File: config.mk
export PLATFORM = sky130hd
export DESIGN_NAME = iris_feeder
export DESIGN_NICKNAME = d
export VERILOG_FILES = /design/src/rtl/iris_pkg.sv /design/src/rtl/sample_fifo.sv /design/src/rtl/iris_feeder.sv
export SDC_FILE = /design/constraint.sdc
export NUM_CORES = 1
export LEC_CHECK = 0
export ABC_AREA = 1
export BUFFER_PORTS_ARGS = -buffer_cell sky130_fd_sc_hd__clkbuf_2
export CAP_MARGIN = 0
export CORE_ASPECT_RATIO = 1.2
export CORE_UTILIZATION = 25
export CTS_CLUSTER_DIAMETER = 60
export DETAILED_ROUTE_END_ITERATION = 6
export PLACE_DENSITY = 0.45
export SLEW_MARGIN = 20
export SYNTH_ARGS = -nofsm -noshare
export SYNTH_HDL_FRONTEND = slang
export SYNTH_SLANG_ARGS = --single-unit
File: constraint.sdc
create_clock -name clk -period 4.6 [get_ports clk]
set_clock_uncertainty 0.2 [all_clocks]
set_input_delay 0.46 -clock clk [delete_from_list [all_inputs] [get_ports clk]]
set_output_delay 0.46 -clock clk [all_outputs]
set_load 0.02 [all_outputs]
File: src/rtl/iris_pkg.sv
// Shared types and constants for the Iris classifier request driver.
package iris_pkg;

  typedef enum logic [1:0] {
    IDLE,
    LOAD,
    WAIT,
    RESULT
  } state_e;

  localparam logic [2:0] SETOSA     = 3'b001;
  localparam logic [2:0] VERSICOLOR = 3'b010;
  localparam logic [2:0] VIRGINICA  = 3'b100;

  localparam int unsigned IRIS_DW = 8;

  typedef struct packed {
    logic [2:0]         label;
    logic [IRIS_DW-1:0] x4;
    logic [IRIS_DW-1:0] x3;
    logic [IRIS_DW-1:0] x2;
    logic [IRIS_DW-1:0] x1;
  } sample_t;

  typedef struct packed {
    logic [2:0] cls;
    logic       correct;
    logic       timeout;
  } result_t;

  function automatic logic [15:0] sat_inc16(input logic [15:0] v);
    return (v == 16'hFFFF) ? v : v + 16'd1;
  endfunction

endpackage

File: src/rtl/sample_fifo.sv
// Synchronous FIFO with occupancy counter; pointers wrap naturally at a
// power-of-two depth.
module sample_fifo #(
  parameter int unsigned WIDTH = 8,
  parameter int unsigned DEPTH = 4
) (
  input  logic             clk,
  input  logic             rst,
  input  logic             push,
  input  logic [WIDTH-1:0] wdata,
  input  logic             pop,
  output logic [WIDTH-1:0] rdata,
  output logic             full,
  output logic             empty
);

  localparam int unsigned AW = $clog2(DEPTH);
  localparam int unsigned CW = AW + 1;

  logic [WIDTH-1:0] mem_q [DEPTH];
  logic [AW-1:0]    wr_ptr_q, wr_ptr_d;
  logic [AW-1:0]    rd_ptr_q, rd_ptr_d;
  logic [CW-1:0]    count_q, count_d;
  logic             push_ok, pop_ok;

  assign full    = (count_q == CW'(DEPTH));
  assign empty   = (count_q == '0);
  assign push_ok = push && !full;
  assign pop_ok  = pop && !empty;
  assign rdata   = mem_q[rd_ptr_q];

  always_comb begin
    wr_ptr_d = wr_ptr_q;
    rd_ptr_d = rd_ptr_q;
    count_d  = count_q;
    if (push_ok) wr_ptr_d = wr_ptr_q + AW'(1);
    if (pop_ok)  rd_ptr_d = rd_ptr_q + AW'(1);
    case ({push_ok, pop_ok})
      2'b10:   count_d = count_q + CW'(1);
      2'b01:   count_d = count_q - CW'(1);
      default: count_d = count_q;
    endcase
  end

  always_ff @(posedge clk) begin
    if (rst) begin
      wr_ptr_q <= '0;
      rd_ptr_q <= '0;
      count_q  <= '0;
    end else begin
      wr_ptr_q <= wr_ptr_d;
      rd_ptr_q <= rd_ptr_d;
      count_q  <= count_d;
    end
  end

  always_ff @(posedge clk) begin
    if (push_ok) mem_q[wr_ptr_q] <= wdata;
  end

endmodule

File: src/rtl/iris_feeder.sv
// Feeds buffered labelled samples to the Iris network, captures each class
// result and keeps running totals for an on-chip accuracy measurement.
module iris_feeder
  import iris_pkg::*;
#(
  parameter int unsigned DATA_WIDTH = 8,
  parameter int unsigned FIFO_DEPTH = 4,
  parameter int unsigned TIMEOUT    = 255
) (
  input  logic                  clk,
  input  logic                  rst,
  input  logic                  En,
  input  logic                  in_valid,
  output logic                  in_ready,
  input  logic [DATA_WIDTH-1:0] in_X1,
  input  logic [DATA_WIDTH-1:0] in_X2,
  input  logic [DATA_WIDTH-1:0] in_X3,
  input  logic [DATA_WIDTH-1:0] in_X4,
  input  logic [2:0]            in_label,
  output logic [DATA_WIDTH-1:0] X1,
  output logic [DATA_WIDTH-1:0] X2,
  output logic [DATA_WIDTH-1:0] X3,
  output logic [DATA_WIDTH-1:0] X4,
  output logic                  Run,
  input  logic [2:0]            Yc,
  input  logic [3:0]            Ready_NN_arg,
  output logic                  res_valid,
  input  logic                  res_ready,
  output logic [2:0]            res_class,
  output logic                  res_correct,
  output logic                  res_timeout,
  output logic [15:0]           total_cnt,
  output logic [15:0]           correct_cnt,
  output logic                  busy
);

  localparam int unsigned EW = 3 + 4 * DATA_WIDTH;
  localparam int unsigned TW = (TIMEOUT > 1) ? $clog2(TIMEOUT) : 1;
  localparam logic [TW-1:0] TIMER_LAST = TW'(TIMEOUT - 1);

  typedef struct packed {
    logic [2:0]            label;
    logic [DATA_WIDTH-1:0] x4;
    logic [DATA_WIDTH-1:0] x3;
    logic [DATA_WIDTH-1:0] x2;
    logic [DATA_WIDTH-1:0] x1;
  } entry_t;

  state_e                state_q, state_d;
  logic [TW-1:0]         timer_q, timer_d;
  logic [DATA_WIDTH-1:0] x1_q, x1_d, x2_q, x2_d, x3_q, x3_d, x4_q, x4_d;
  logic [2:0]            label_q, label_d;
  logic                  run_q, run_d;
  logic                  res_valid_q, res_valid_d;
  result_t               res_q, res_d;
  logic [15:0]           total_q, total_d;
  logic [15:0]           correct_q, correct_d;

  entry_t fifo_head;
  logic   fifo_full, fifo_empty, fifo_push, fifo_pop;
  logic   ready_unused;

  // Only the classification-valid bit of the network ready bus matters here.
  assign ready_unused = ^Ready_NN_arg[2:0];

  assign fifo_push = in_valid && !fifo_full && En;

  sample_fifo #(
    .WIDTH(EW),
    .DEPTH(FIFO_DEPTH)
  ) u_fifo (
    .clk  (clk),
    .rst  (rst),
    .push (fifo_push),
    .wdata({in_label, in_X4, in_X3, in_X2, in_X1}),
    .pop  (fifo_pop),
    .rdata(fifo_head),
    .full (fifo_full),
    .empty(fifo_empty)
  );

  always_comb begin
    state_d     = state_q;
    timer_d     = timer_q;
    x1_d        = x1_q;
    x2_d        = x2_q;
    x3_d        = x3_q;
    x4_d        = x4_q;
    label_d     = label_q;
    run_d       = run_q;
    res_valid_d = res_valid_q;
    res_d       = res_q;
    total_d     = total_q;
    correct_d   = correct_q;
    fifo_pop    = 1'b0;
    if (En) begin
      case (state_q)
        IDLE: begin
          if (!fifo_empty) begin
            fifo_pop = 1'b1;
            x1_d     = fifo_head.x1;
            x2_d     = fifo_head.x2;
            x3_d     = fifo_head.x3;
            x4_d     = fifo_head.x4;
            label_d  = fifo_head.label;
            state_d  = LOAD;
          end
        end
        LOAD: begin
          timer_d = '0;
          run_d   = 1'b1;
          state_d = WAIT;
        end
        WAIT: begin
          // Ready wins over a timeout landing on the same cycle.
          if (Ready_NN_arg[3]) begin
            res_d.cls     = Yc;
            res_d.correct = (Yc == label_q);
            res_d.timeout = 1'b0;
            run_d         = 1'b0;
            res_valid_d   = 1'b1;
            state_d       = RESULT;
          end else if (timer_q == TIMER_LAST) begin
            res_d.cls     = 3'b000;
            res_d.correct = 1'b0;
            res_d.timeout = 1'b1;
            run_d         = 1'b0;
            res_valid_d   = 1'b1;
            state_d       = RESULT;
          end else begin
            timer_d = timer_q + TW'(1);
          end
        end
        RESULT: begin
          if (res_ready) begin
            total_d     = sat_inc16(total_q);
            if (res_q.correct) correct_d = sat_inc16(correct_q);
            res_valid_d = 1'b0;
            state_d     = IDLE;
          end
        end
        default: state_d = IDLE;
      endcase
    end
  end

  always_ff @(posedge clk) begin
    if (rst) begin
      state_q     <= IDLE;
      timer_q     <= '0;
      x1_q        <= '0;
      x2_q        <= '0;
      x3_q        <= '0;
      x4_q        <= '0;
      label_q     <= '0;
      run_q       <= 1'b0;
      res_valid_q <= 1'b0;
      res_q       <= '0;
      total_q     <= '0;
      correct_q   <= '0;
    end else begin
      state_q     <= state_d;
      timer_q     <= timer_d;
      x1_q        <= x1_d;
      x2_q        <= x2_d;
      x3_q        <= x3_d;
      x4_q        <= x4_d;
      label_q     <= label_d;
      run_q       <= run_d;
      res_valid_q <= res_valid_d;
      res_q       <= res_d;
      total_q     <= total_d;
      correct_q   <= correct_d;
    end
  end

  assign in_ready    = !fifo_full;
  assign X1          = x1_q;
  assign X2          = x2_q;
  assign X3          = x3_q;
  assign X4          = x4_q;
  assign Run         = run_q;
  assign res_valid   = res_valid_q;
  assign res_class   = res_q.cls;
  assign res_correct = res_q.correct;
  assign res_timeout = res_q.timeout;
  assign total_cnt   = total_q;
  assign correct_cnt = correct_q;
  assign busy        = (state_q != IDLE) || !fifo_empty;

endmodule

==> results of run 1 <==
## worst max-delay path, delay by kind of cell, from the launching register on
family                     cells  cell delay, ns
DFF                            1            0.33
and+or+nand+nor                2            0.21
buffers and inverters          3            0.61
AOI/OAI and AO/OA              4            0.47
adders and majority gates      3            0.78
## registers in the layout (all words and copies together), names as in the netlist, 2 cells and up
signal / cells
X4: 8
X3: 8
correct_cnt: 16
total_cnt: 16
label_q: 3
u_fifo.wr_ptr_q: 2
X1: 8
res_class: 3
timer_q: 8
X2: 8
state_q: 2
u_fifo.rd_ptr_q: 2
u_fifo.count_q: 3
u_fifo.mem_q: 140
## synth_stat cells, types with 6 or more instances
| cell type | instances | area share (%) |
|---|---|---|
| nor2_1 | 211 | 8.1 |
| edfxtp_1 | 140 | 43 |
| nand2_1 | 132 | 5.1 |
| o21ai_0 | 106 | 5.5 |
| dfxtp_1 | 91 | 19 |
| inv_1 | 60 | 2.3 |
| nand3_1 | 38 | 2.0 |
| o22ai_1 | 35 | 2.3 |
| a21oi_1 | 31 | 1.6 |
| clkbuf_1 | 22 | 0.85 |
| buf_2 | 15 | 0.77 |
| ha_1 | 14 | 1.8 |
| nand2_2 | 14 | 0.90 |
| nand4_1 | 11 | 0.71 |
| a21oi_2 | 9 | 0.81 |
| nor3_1 | 8 | 0.41 |
| o21ai_1 | 8 | 0.41 |
| xor2_1 | 7 | 0.63 |
| nor2_2 | 6 | 0.39 |
| xnor2_1 | 6 | 0.54 |
## routing by layer
metal / global-route usage, % / up-vias
li1: - / 3693
met1: 16.2 / 3434
met2: 21.1 / 145
met3: 2.27 / 30
met4: 2.77 / 0
met5: 0 / -
## cells by family after synthesis
group / count (synthesis) / synth area share [%]
flip-flops: 231 / 62.0
XOR/XNOR: 13 / 1.17
AO/OA/AOI/OAI: 192 / 10.8
adder cells (fa/ha/maj): 15 / 2.01
AND/OR/NAND/NOR: 435 / 19.3
buffers and inverters: 109 / 4.79
## power groups by stage
stage / combinational, mW / clock (mW) / sequential, mW
floorplan: 0.816 / 0 / 2.69
CTS: 1.46 / 2.42 / 2.52
global route: 1.61 / 2.49 / 2.55
detailed placement: 1.43 / 0 / 2.57
global placement: 1.42 / 0 / 2.56
finish: 1.43 / 2.35 / 2.52
## how the worst max path moves through the flow
stage                                  from             endpoint
after detailed placement                 En  u_fifo.mem_q[2][20]
after global routing             state_q[0]    u_fifo.count_q[2]
after global placement                   En  u_fifo.mem_q[1][32]
after floorplan           u_fifo.count_q[0]   u_fifo.mem_q[0][0]
final                            state_q[0]    u_fifo.count_q[2]
after CTS                 u_fifo.count_q[0]  u_fifo.mem_q[2][20]
## repair_timing
action                     in CTS  in global routing
hold endpoints to repair      143                  0
hold buffers                   38                  0
setup buffers                   0                  0
setup endpoints to repair       0                  0
## metrics by stage
step	util [%]	area, sq um
floorplan	-	9720
detailed placement	28.4	10800
finish	32.1	12200
CTS	32.1	12200
global route	32.1	12200
global placement	28.4	10800
## placed cells by master, fill, tap and decap left out, drive strengths merged
master / netlist / layout
nor2: 221 / 221
clkbuf: 22 / 155
nand2: 147 / 147
edfxtp: 140 / 140
o21ai: 115 / 115
dfxtp: 91 / 91
inv: 64 / 68
nand3: 42 / 42
a21oi: 40 / 40
dlygate4sd3: 0 / 38
o22ai: 35 / 35
ha: 14 / 14
buf: 22 / 13
nand4: 11 / 11
nor3: 8 / 8
clkinv: 1 / 8
xor2: 7 / 7
xnor2: 6 / 6
nand3b: 3 / 3
bufinv: 0 / 3
diode: 0 / 1
and3: 1 / 1
or2: 1 / 1
o21bai: 1 / 1
o211ai: 1 / 1
nor3b: 1 / 1
fa: 1 / 1
## layout make-up
class	count	area, sq um
Clock inverter	14	195
Clock buffer	39	815
Tap cell	480	601
Multi-Input combinational cell	655	3270
Sequential cell	231	6030
Timing Repair Buffer	167	1060
Fill cell	3977	25800
Inverter	65	244
Antenna cell	1	2.50
==> impl_metrics.py, run 1 <==
metrics = {
    "synth": {
        "seq_area_frac_synth_pct": 62.0,
        "synth-edff-count": 140,
        "async_reset_ff_share_pct": 0,
        "syn_area_sq_mm": 0.00972,
        "syn_nets": 1057,
        "yosys_warnings": 0,
        "synth.distinct_cells": 39,
        "syn_inst": 995,
        "ys.flop_type": "edfxtp_1",
        "syn_avg_cell_area_sq_um": 9.77,
        "ys_seq_elements": 231,
    },
    "finish": {
        "fin_cells": 1652,
        "area_delta_synth_final_pct": 25.6,
        "layout-drive-gt1-share_pct": 19.6,
        "nets": 1211,
    },
    "timing": {
        "fmax_mhz": 367,
        "period_share_pct": 59.2,
        "finalWorstSetupSlack_ns": 1.88,
        "tightest_slew_ns": 0.913,
        "drv_slew": 0,
        "setup_viol": 0,
        "hold_viol": 0,
        "grt_setup_unrepaired": "false",
        "hold-worst-slack_ns": 0.106,
        "min_period_ns": 2.72,
        "maxSlewHeadroom_pct": 39.0,
        "fin_tns_setup_ns": 0,
    },
    "drt": {
        "maxUsedRoutingLayer": "met4",
        "first_pass_iters": 4,
        "dr_wl_met3_mm": 1.13,
        "drt_iter0_drc": 336,
        "avgViaCountPerCell": 4.42,
        "wl_met2_mm": 11.2,
        "drc": 0,
        "routed-via-count": 7302,
        "wl_per_cell_microns": 14.8,
        "ant_nets": 0,
        "routed_wl_mm": 24.4,
        "wl_met1_mm": 11.7,
    },
    "setup_path": {
        "r2r_start": "state_q[0]",
        "cp_cell_sequence": "inv_1 > ha_1 > nand2_1 > nor2_4 > buf_4 > ha_1 > inv_1 > fa_1 > a21oi_1 > o21ai_0 > o21ai_0 > a21oi_1",
        "rrSetupSlack_ns": 1.88,
        "critPathKind": "reg2reg",
        "cp_slowest_cell": "buf_4",
        "crit_arrival_ns": 2.94,
        "slowest_delay_ns": 0.42,
        "worstPathRequired_ns": 4.81,
        "r2r-end": "u_fifo.count_q[2]",
        "critPathCaptureType": "register",
        "r2r_cells": 12,
        "start_kind": "register",
        "cp_max_fo": 38,
    },
    "floorplanning": {
        "die_w_microns": 182,
        "die_y_microns": 218,
        "die_area_sq_mm": 0.0397,
        "fp-row-count": 78,
        "coreArea_sq_mm": 0.0381,
        "top_level_ports": 120,
        "start_util_pct": 25.5,
    },
    "global_route": {
        "overflow": 0,
        "grt_max_degree": 72,
        "grt_use_total_pct": 12.4,
        "grt_pass1_vias": 7080,
        "grt_pass1_wl_mm": 38.8,
        "antenna_found_initial": 1,
    },
    "placement": {
        "dp_cells": 1560,
        "place.gp.congestion": 0.799,
        "post-dp-hpwl_mm": 14.6,
        "pre_cts_slack_ns": 1.56,
        "portBuffers": 116,
    },
    "pwr": {
        "p_int_mw": 4.28,
        "p_comb_share_pct": 22.6,
        "power_mw": 6.29,
        "power_density_mw_per_mm2": 515,
        "seqPwrFrac_pct": 40.0,
        "p_sw_mw": 2.02,
        "p_sw_share_pct": 32.1,
        "ir_drop_mv": 0.306,
        "p_leak_nw": 4.54,
        "pwr-share-clk_pct": 37.3,
    },
    "clocking": {
        "path_clk_slew_ns": 0.06,
        "cts_sinks": 231,
        "clockBufferDepth": 3,
        "worstSkewPairLatency_ns": 0.55,
        "cts_tree": "yes",
        "numCtsBuffers": 29,
        "htree_levels": 1,
        "cts-root-buf": "clkbuf_16",
        "cts_resized": 0,
    },
    "worst_hold_path": {
        "hp-class": "in2reg",
        "holdPathStages": 4,
        "min_to": "res_timeout",
        "hp-start": "Ready_NN_arg[3]",
    },
    "job": {
        "maxCapViolations": 0,
    },
    "outcome": {
        "status": "completed",
    },
}
Note: power is estimated with default switching activity, not from simulation.
==> run 2, diff against run 1 <==
PLACE_DENSITY = 0.46   (was 0.45)
clock period = 2.26 ns   (was 4.6 ns; I/O delays follow)
==> impl_metrics.py, run 2 (synthesis results as in run 1) <==
metrics = {
    "timing": {
        "period_share_pct": 91.4,
        "tightest_slew_ns": 0.523,
        "maxSlewHeadroom_pct": 65.1,
        "drv_slew": 0,
        "hold_viol": 0,
        "min_period_ns": 2.06,
        "fin_tns_setup_ns": 0,
        "setup_viol": 0,
        "fmax_mhz": 484,
        "grt_setup_unrepaired": "false",
    },
    "floorplanning": {
        "coreArea_sq_mm": 0.0381,
        "start_util_pct": 25.5,
        "die_w_microns": 182,
        "top_level_ports": 120,
        "fp-row-count": 78,
        "die_area_sq_mm": 0.0397,
        "die_y_microns": 218,
    },
    "clocking": {
        "clockBufferDepth": 3,
        "cts_sinks": 231,
        "path_clk_slew_ns": 0.06,
        "htree_levels": 1,
        "worstSkewPairLatency_ns": 0.54,
        "numCtsBuffers": 29,
        "cts-root-buf": "clkbuf_16",
        "cts_tree": "yes",
    },
    "drt": {
        "ant_nets": 0,
        "maxUsedRoutingLayer": "met4",
        "wl_met1_mm": 11.4,
        "avgViaCountPerCell": 4.43,
        "drc": 0,
        "dr_wl_met3_mm": 1.08,
        "routed-via-count": 7424,
        "wl_per_cell_microns": 14.8,
        "wl_met2_mm": 11.9,
        "drt_iter0_drc": 241,
        "first_pass_iters": 6,
        "routed_wl_mm": 24.9,
    },
    "global_route": {
        "grt_max_degree": 55,
        "grt_use_total_pct": 12.7,
        "overflow": 0,
        "grt_pass1_vias": 7312,
        "grt_pass1_wl_mm": 39.7,
        "antenna_found_initial": 0,
    },
    "finish": {
        "layout-drive-gt1-share_pct": 20.9,
        "fin_cells": 1676,
        "seqCellArea_sq_mm": 0.00603,
        "nets": 1236,
        "n_antenna_cell": 0,
        "final_cell_mix": "nor2_1, edfxtp_1, nand2_1, clkbuf_2, o21ai_0",
        "largest_register_ffs": 140,
        "area_delta_synth_final_pct": 28.4,
        "top_register": "u_fifo.mem_q",
        "multi_input_area_sq_mm": 0.00328,
        "layout_commonest_cell": "nor2_1",
        "fillers": 3955,
        "final_core_util_pct": 32.8,
    },
    "placement": {
        "portBuffers": 116,
        "dp_cells": 1578,
        "post-dp-hpwl_mm": 15.0,
        "place.gp.congestion": 0.763,
    },
    "worst_hold_path": {
        "hp-class": "in2reg",
    },
    "pwr": {
        "ir_drop_mv": 0.563,
        "p_leak_nw": 4.66,
        "power_density_mw_per_mm2": 1040,
    },
    "setup_path": {
        "crit_arrival_ns": 1.64,
        "worstPathRequired_ns": 1.83,
        "critPathCaptureType": "output pin",
        "critPathKind": "reg2out",
        "cp_max_fo": 4,
        "start_kind": "register",
    },
    "outcome": {
        "status": "completed",
    },
    "job": {
        "maxCapViolations": 0,
    },
}
==> run 2: report_power, final <==
part           internal [mW]  switching [mW]  leakage (nW)
sequential              4.92           0.232          2.01
combinational           1.04            2.05          2.17
clock                   2.91            1.84         0.478
total                   8.86            4.12          4.66
==> run 2: area by class of cell <==
class | instances | share of cell area (%)
sequential | 231 | 48.3
clock buffer | 38 | 6.24
timing repair buffer | 192 | 10.7
clock inverter | 15 | 1.71
multi-input combinational | 655 | 26.3
tap | 480 | 4.81
inverter | 65 | 1.95
==> run 2: worst max-delay path, stage by stage (launching register included) <==
cell      delay [ns]
dfxtp_1         0.33
nor3_1          0.40
nand2_1         0.17
clkbuf_2        0.20
==> run 2: per-stage QoR <==
step,power (mW),setup slack [ns],hold WS [ns],instance area (sq um)
after floorplan,7.17,-0.159,0.125,9750
final,13.0,0.195,0.0245,12500
after global placement,8.28,0.110,0.247,11000
after global routing,13.7,0.0391,0.0428,12500
after detailed placement,8.30,0.172,0.247,11000
after CTS,13.2,0.0402,0.0182,12500
==> run 2: repair_timing <==
action / 4_1_cts / 5_1_grt
gates resized for setup: 0 / 4
endpoints found under the hold margin: 154 / 0
setup endpoints to repair: 0 / 4
hold buffers: 45 / 0
buffers inserted: 0 / 0
==> run 2: path summary, 6_finish.rpt <==
path | startpoint | to | cells after the start | slack (ns)
setup / recovery | u_fifo.count_q[0] | busy | 3 | 0.20
hold / removal | rst | correct_cnt[5] | 3 | 0.02
setup reg to reg | state_q[0] | u_fifo.count_q[2] | 11 | 0.21
hold reg to reg | res_class[1] | res_class[1] | 2 | 0.26
==> run 2: routing by layer <==
layer | track usage (%) | up-vias
li1 | - | 3735
met1 | 16.0 | 3503
met2 | 22.3 | 153
met4 | 3.39 | 0
met3 | 2.15 | 33
met5 | 0 | -
